**src/rtl/pipe_skid_reg.sv**
```systemverilog
// Elastic pipeline register with a 2-entry skid buffer, flush and occupancy output.
// Define PIPE_CLR_DATA_EN to zero held payloads on rst/flush and to read bubbles as zero.
module pipe_skid_reg #(
    parameter int DATA_W = 32
) (
    input  logic              clk,
    input  logic              rst,
    input  logic              flush,
    input  logic              in_valid,
    output logic              in_ready,
    input  logic [DATA_W-1:0] in_data,
    output logic              out_valid,
    input  logic              out_ready,
    output logic [DATA_W-1:0] out_data,
    output logic [1:0]        count
);

    typedef enum logic [1:0] {
        EMPTY = 2'd0,
        ONE   = 2'd1,
        TWO   = 2'd2
    } state_t;

    state_t            state;
    logic              in_ready_q;
    logic              out_valid_q;
    logic [1:0]        count_q;
    logic [DATA_W-1:0] main_q;
    logic [DATA_W-1:0] skid_q;

    logic in_fire;
    logic out_fire;
    logic main_load;
    logic main_from_skid;
    logic skid_load;

    // Handshake qualifiers use only flops, so neither ready nor valid has a comb path through this stage.
    assign in_fire  = in_valid & in_ready_q;
    assign out_fire = out_valid_q & out_ready;

    always_comb begin
        main_load      = 1'b0;
        main_from_skid = 1'b0;
        skid_load      = 1'b0;
        if (!rst && !flush) begin
            unique case (state)
                EMPTY: main_load = in_fire;
                ONE: begin
                    main_load = in_fire & out_fire;
                    skid_load = in_fire & ~out_fire;
                end
                TWO: begin
                    main_load      = out_fire;
                    main_from_skid = 1'b1;
                end
                default: ;
            endcase
        end
    end

    // Control state and registered status outputs live in one FSM block.
    // NOTE: sequential state uses <= so every flop samples pre-edge values regardless of statement order.
    always_ff @(posedge clk) begin
        if (rst || flush) begin
            state       <= EMPTY;
            in_ready_q  <= 1'b1;
            out_valid_q <= 1'b0;
            count_q     <= 2'd0;
        end else begin
            unique case (state)
                EMPTY: begin
                    if (in_fire) begin
                        state       <= ONE;
                        out_valid_q <= 1'b1;
                        count_q     <= 2'd1;
                    end
                end
                ONE: begin
                    if (in_fire && !out_fire) begin
                        state      <= TWO;
                        in_ready_q <= 1'b0;
                        count_q    <= 2'd2;
                    end else if (!in_fire && out_fire) begin
                        state       <= EMPTY;
                        out_valid_q <= 1'b0;
                        count_q     <= 2'd0;
                    end
                end
                TWO: begin
                    if (out_fire) begin
                        state      <= ONE;
                        in_ready_q <= 1'b1;
                        count_q    <= 2'd1;
                    end
                end
                default: begin
                    state       <= EMPTY;
                    in_ready_q  <= 1'b1;
                    out_valid_q <= 1'b0;
                    count_q     <= 2'd0;
                end
            endcase
        end
    end

`ifdef PIPE_CLR_DATA_EN
    always_ff @(posedge clk) begin
        if (rst || flush) begin
            main_q <= '0;
            skid_q <= '0;
        end else begin
            if (main_load) main_q <= main_from_skid ? skid_q : in_data;
            if (skid_load) skid_q <= in_data;
        end
    end

    assign out_data = out_valid_q ? main_q : '0;
`else
    // NOTE: payload flops carry no reset; the valid state alone says whether their contents mean anything.
    always_ff @(posedge clk) begin
        if (main_load) main_q <= main_from_skid ? skid_q : in_data;
        if (skid_load) skid_q <= in_data;
    end

    assign out_data = main_q;
`endif

    assign in_ready  = in_ready_q;
    assign out_valid = out_valid_q;
    assign count     = count_q;

endmodule

```
**config.mk**
```make
export PLATFORM = sky130hd
export DESIGN_NAME = pipe_skid_reg
export DESIGN_NICKNAME = d
export VERILOG_FILES = /design/src/rtl/pipe_skid_reg.sv
export SDC_FILE = /design/constraint.sdc
export NUM_CORES = 1
export LEC_CHECK = 0
export CAP_MARGIN = 20
export CORE_UTILIZATION = 42
export DETAILED_ROUTE_END_ITERATION = 8
export PLACE_DENSITY = 0.81
export SYNTH_ARGS = -nofsm -noshare
export SYNTH_HDL_FRONTEND = slang
export SYNTH_SLANG_ARGS = --single-unit
```
**constraint.sdc**
```tcl
create_clock -name clk -period 4.84 [get_ports clk]
set_input_delay 0.726 -clock clk [delete_from_list [all_inputs] [get_ports clk]]
set_output_delay 0.726 -clock clk [all_outputs]
set_load 0.005 [all_outputs]
```
* Word level (Yosys, flattened, before mapping) *
Cells that the tools add are included.

cells by class
  muxes and demuxes = 19
  shift operators = 0
  bitwise operators = 7
  equal/unequal tests = 8
  $lt $le $gt $ge = 0
  reduce and logical (&&, ||, !) cells = 12
  divide/modulo/power cells = 0
  add/sub/neg operators = 0
  $mul = 0

operator list
  cell                                                 number
  2-to-1 mux 32 bit                                    1
  2-to-1 mux 1 bit                                     10
  inequality test 2 bit, second input constant         5
  case mux 1 bit (3 select lines)                      3
  2-to-1 mux 2 bit                                     4
  case mux 2 bit (3 select lines)                      1
  AND reduction 3 bit                                  2
  AND 1 bit                                            4
  logical NOT 1 bit                                    4
  AND reduction 4 bit                                  1
  logical AND 1 bit                                    3
  inequality test 3 bit, second input constant         1
  inverter 1 bit                                       3
  equality test 2 x 1 -> 1 bit, second input constant  1
  equality test 2 bit, second input constant           1
  logical NOT 2 bit                                    1
  logical OR 1 bit                                     1

storage, ports and cells
  output and inout port bits = 36
  memory bits (read-only) = 0
  bits in latches = 0
  memory bits (writable) = 0
  input bits = 37
  memories = 0
  register bits after elaboration = 68

* Longest topological paths before layout *
Gate-level depths: netlist of the first run.

  depth in word-level cells = 6
  depth in mapped cells = 4
  mapped depth without buffers = 3

* Least setup slack after synthesis of the first run *
No wires, ideal clock.

  kind = input to register
  from = input flush
  to = register skid_q[0] (enable)
  stages = 2
  data required time = 4.338 ns
  setup slack = 0.191 ns
  setup time = 0.502 ns
  path buffers = 0
  data arrival time = 4.148 ns
  cells stage by stage = or2_4 nor4_1

on the way
  word-level cells in the longest chain between the ends = 3

RTL lines
  item                    RTL line  RTL
  start: declaration      8         input logic flush,
  logical NOT 1 bit       45        if (!rst && !flush) begin
  logical AND 1 bit       45
  2-to-1 mux 1 bit        45
  named net skid_load     35        logic skid_load;
  end signal: assignment  122       if (skid_load) skid_q <= in_data;
  end: declaration        29        logic [DATA_W-1:0] skid_q;

The timed path passes the listed nets, and every way through them passes these cells.
A chain may end at the register's enable or synchronous reset.

* Worst setup path in the final report of the first run *
  from = input out_ready
  to = register main_q[0], in the netlist out_data[0] (enable)

on the way
  word-level cells in the longest chain between the ends = 4

RTL lines
  item                               RTL line  RTL
  start: declaration                 13        input logic out_ready,
  AND 1 bit *                        39        assign out_fire = out_valid_q & out_ready;
  AND 1 bit                          49        main_load = in_fire & out_fire;
  case mux 1 bit (3 select lines) *  46        unique case (state)
  2-to-1 mux 1 bit *                 45
  named net main_load                33        logic main_load;
  end signal: assignment             121       if (main_load) main_q <= main_from_skid ? skid_q : in_data;
  end: declaration                   28        logic [DATA_W-1:0] main_q;

The timed path passes the listed nets; every way through them passes the cells marked *.

==> impl_metrics.ini, run 1 <==
[pwr]
power.leakage_nw = 1.160
power_frac_seq_pct = 59.3
irDropWorstVdd_v = 0.0001474
power_density_nw_per_um2 = 315.9
p_switching_w = 0.0002236
p_clk_share_pct = 33.3
fin_total_pwr_w = 0.001116
combPwrFrac_pct = 7.3
p_sw_share_pct = 20.04
p_int_w = 0.0008920

[cells_and_area]
fin_cells = 288
antenna_cells = 0
fill_cells = 472
final_cell_mix = clkdlybuf4s50_1 (72), edfxtp_1 (64), mux2_2 (31)
layout-drive-gt1-share_pct = 23.47
layout_commonest_cell = clkdlybuf4s50_1
multi_input_area_um2 = 546.8
seqCellArea_um2 = 2002
syn_to_final_growth_pct = 37.24
nNetsFinal = 246

[logic_synthesis]
synth_nets = 165
yosys_register_bits = 68
ys_warn_count = 0
synth.avg_cell_area_um2 = 20.11
seq_area_frac_synth_pct = 77.78
syn_area_um2 = 2574
ys_types = 24
syn-instance-count = 128

[timing]
fmax_mhz = 403.3
rsz0062_at_grt = no
max_slew.worst_pin.slew_ps = 1056
relSlewSlack_pct = 29.44
tns_ps = 0
hold_violations = 0
post-route-period-util_pct = 51.23
maxSlewViolCount = 0
setup_viol = 0
period_needed_ps = 2480
fin_skew_ps = 10.50

[placement]
io_buffers = 72
dp.cells = 273
place_hpwl_um = 3072
gp_congestion = 0.7415

[die]
die_area_um2 = 6445
die_h_um = 80.28
num_rows = 28
coreArea_um2 = 5921
die_x_um = 80.28
start_util_pct = 43.47
boundaryPins = 73

[critical_path]
startpoint = out_ready
worstRegToRegCells = 3
cp_max_fo = 32
cp_data_arrival_time_ps = 2430
reg2reg_to = out_data[0]
crit_path_start_kind = input port
required_ps = 4790
endpoint_kind = register
worstSetupPathType = input port to register
r2r-start = count[1]
r2r_setup_slack_ps = 2800
critPathCapture = out_data[0]

[global_routing]
grt_max_degree = 33
grt_overflow = 0
antenna_found_initial = 0
grt_pass1_wl_um = 7044
first_global_vias = 1462
grt.total_usage_pct = 15.52

[drt]
first_iter_violations = 76
ant_nets = 0
routedWlPerCell_um = 16.03
wl_um = 4618
avgViaCountPerCell = 4.903
dr.pass1.iters = 4
via_count = 1412
drc = 0

[clock_network]
cts_num_sinks = 68
tritoncts = done
cts-buffers-inserted = 9
cts-root-buf = clkbuf_8
ctsResizeCount = 0
post_cts_buffers = 0
cts_max_path_buffers = 2
clk_pin_slew_ps = 60
insertion_delay_ps = 330
postCtsHoldBufs = 0
htreeDepth = 3

[worst_hold_path]
hold_class = register to register

[job]
maxCapViolCount = 0

[run_status]
outcome = finished clean
how the worst min path moves through the flow:
stage | from | to | slack [ps] | cells after the start
final | skid_q[3] | out_data[3] | 540 | 1
after global routing | skid_q[27] | out_data[27] | 560 | 1
after CTS | skid_q[3] | out_data[3] | 540 | 1
after detailed placement | skid_q[21] | out_data[21] | 530 | 1
after global placement | skid_q[3] | out_data[3] | 510 | 1
after floorplan | skid_q[2] | out_data[2] | 510 | 1
cell families (layout without fill, tap and decap cells):
logic type,after synthesis,after routing,share of synthesized area [%]
AOI/OAI and AO/OA,9,9,2.577
buffers and inverters,5,90,1.652
DFF,68,68,77.78
muxes,33,33,14.44
and+or+nand+nor,13,13,3.550
layer usage:
metal,track usage [%],vias up,wire (um)
li1,-,667,-
met3,4.659,13,227
met5,0,-,0
met4,9.107,0,104
met2,25.38,48,2322
met1,18.02,684,1964
worst max-delay path, cell delays in order:
cell and delay (ps):
clkdlybuf4s50_1 530, a21bo_2 210, nand2_1 100, a21oi_4 830
final cells by class:
class                           count  share of cell area, %
Inverter                            1                 0.1063
Multi-Input combinational cell     55                  15.48
Timing Repair Buffer               74                  20.83
Clock buffer                       12                  3.826
Clock inverter                      3                 0.4251
Sequential cell                    68                  56.68
Tap cell                           75                  2.657
through the flow:
step	setup slack [ps]	cell area, um^2	util (%)	hold WS [ps]
2_1_floorplan	190.7	2574	-	508.3
3_3_place_gp	2032	3382	57.12	512.1
3_5_place_dp	2010	3382	57.12	531.2
4_1_cts	2361	3532	59.66	540.8
5_1_grt	2248	3532	59.66	562.6
6_report	2360	3532	59.66	535.6
power groups by stage:
stage	registers [W]	clock network [W]	logic (W)
2_1_floorplan	0.000675	0	0.0000246
3_3_place_gp	0.000674	0	0.0000804
3_5_place_dp	0.000675	0	0.0000826
4_1_cts	0.000662	0.000384	0.0000834
5_1_grt	0.000663	0.000408	0.0000884
6_report	0.000662	0.000372	0.0000819
synth_stat cells:
cell type	n	area, um^2
buf_2	1	5.000
nand3b_1	1	7.510
o2111a_1	1	11.26
nand2_1	3	11.26
nor4_1	1	6.260
edfxtp_1	64	1922
a21oi_1	2	10.01
inv_1	1	3.750
a21bo_2	1	10.01
nand4b_1	1	8.760
nor3b_1	1	7.510
mux2_2	31	349.1
dfxtp_1	4	80.08
mux2_1	2	22.52
and3b_1	1	8.760
nor3b_4	1	18.77
o21ai_0	2	10.01
nor2_1	2	7.510
o21bai_1	1	7.510
o2bb2ai_1	1	8.760
a211o_1	1	8.760
and3_1	1	6.260
or2_4	1	8.760
buf_6	3	33.78
registers in the layout, indices dropped and copies added, names as in the netlist:
name and flops:
out_valid 1, out_data 32, skid_q 32, count 2, in_ready 1
No activity file was read; power rests on OpenSTA's default activity.
==> run 2: changes to the inputs <==
Settings changed: CORE_UTILIZATION 42 to 47, PLACE_DENSITY 0.81 to 0.85.
Clock period 4.84 ns to 2.6 ns, I/O delays scaled along.
==> run 2 against run 1 <==
Net effect:
- utilization grew 10 points
- clock skew decreased by 2.6 ps
- final cell count decreased by 0.35%
- cell area grew 2.7%
- global-route usage grew 2.7 points
- hold slack about the same
==> impl_metrics.ini, run 2 (same netlist as run 1, synthesis figures left out) <==
[pwr]
combPwrFrac_pct = 6.8
power.leakage_nw = 1.207
power_frac_seq_pct = 53.4
irDropWorstVdd_v = 0.0003563
p_switching_w = 0.0004482
p_sw_share_pct = 19.44
p_int_w = 0.001858
power_density_nw_per_um2 = 636.0
p_clk_share_pct = 39.8

[clock_network]
tritoncts = done
cts_max_path_buffers = 2
cts_num_sinks = 68
htreeDepth = 3
post_cts_buffers = 0
cts-buffers-inserted = 9
ctsResizeCount = 0
postCtsHoldBufs = 0
insertion_delay_ps = 340
clk_pin_slew_ps = 70
cts-root-buf = clkbuf_8

[critical_path]
cp_data_arrival_time_ps = 1490
path_cells = clkdlybuf4s50_1
endpoint_kind = primary output
worstSetupPathType = register to primary output
cp_max_fo = 11
crit_path_top_delay_cell = clkdlybuf4s50_1
r2r_setup_slack_ps = 790
required_ps = 2210
crit_path_start_kind = register
crit_buf_inv = 1
cpLargestDelayFamily = buffers and inverters
critPathMaxStageDelay_ps = 580

[timing]
rsz0062_at_grt = no
fin_skew_ps = 7.933
relSlewSlack_pct = 72.93
setup_slack_ps = 724.1
setup_viol = 0
post-route-period-util_pct = 72.15
period_needed_ps = 1876
max_slew.worst_pin.slew_ps = 405.5
tns_ps = 0
hold_violations = 0
maxSlewViolCount = 0
fmax_mhz = 533.1

[cells_and_area]
syn_to_final_growth_pct = 40.88
layout-drive-gt1-share_pct = 25.35
finish.utilization_pct = 69.66
antenna_cells = 0
nNetsFinal = 249
layout_commonest_cell = clkdlybuf4s50_1
final_cell_mix = clkdlybuf4s50_1 (72), edfxtp_1 (64), mux2_2 (31)

[global_routing]
first_global_vias = 1533
grt_max_degree = 33
antenna_found_initial = 0
grt.total_usage_pct = 18.23
grt_overflow = 0
grt_pass1_wl_um = 7700

[drt]
routedWlPerCell_um = 16.34
drc = 0
dr.pass1.iters = 4
wl_um = 4690
avgViaCountPerCell = 4.906
via_count = 1408
ant_nets = 0
first_iter_violations = 95

[placement]
place_hpwl_um = 3062
io_buffers = 72
pre_cts_ws_ps = 390.2
gp_congestion = 0.7200

[die]
num_rows = 26
boundaryPins = 73
start_util_pct = 49.45
coreArea_um2 = 5205
die_area_um2 = 5776
die_h_um = 76
die_x_um = 76

[run_status]
outcome = finished clean

[worst_hold_path]
hold_class = register to register

[job]
maxCapViolCount = 0
## run 2: area by class of cell
class                      instances  area [um^2]
clock buffer                      10        127.6
multi-input combinational         55        555.5
tap                               70        87.58
fill                             359         1579
inverter                           1        3.754
timing repair buffer              77        770.7
sequential                        68         2002
clock inverter                     6        78.83
## run 2: metrics by stage
step	hold slack (ps)	power (W)	area [um^2]	instances
floorplan	488.9	0.001304	2592	128
global placement	521.2	0.001408	3420	271
detailed placement	518.0	0.001413	3420	271
CTS	540.6	0.002328	3626	287
global route	554.2	0.002393	3626	287
finish	535.9	0.002306	3626	287
## run 2: final timing paths
kind / from / cells after the start / to
worst max-delay path: count[1] / 1 / count[1]
worst min-delay path: skid_q[3] / 1 / out_data[3]
worst max register to register: count[0] / 3 / skid_q[28]
worst min register to register: skid_q[3] / 1 / out_data[3]
## run 2: metal layers
layer / share of wire (%) / global-route usage [%]
met1: 41 / 21.58
met5: 0 / 0
met3: 5.8 / 5.868
met4: 1.9 / 10.38
met2: 52 / 29.45
## run 2: power by group through the flow
stage	logic [W]	registers, W	clock network (W)
final	0.000157	0.00123	0.000918
after global routing	0.000169	0.00123	0.000990
after CTS	0.000160	0.00123	0.000937
after detailed placement	0.000158	0.00126	0
after global placement	0.000153	0.00125	0
after floorplan	0.0000482	0.00126	0
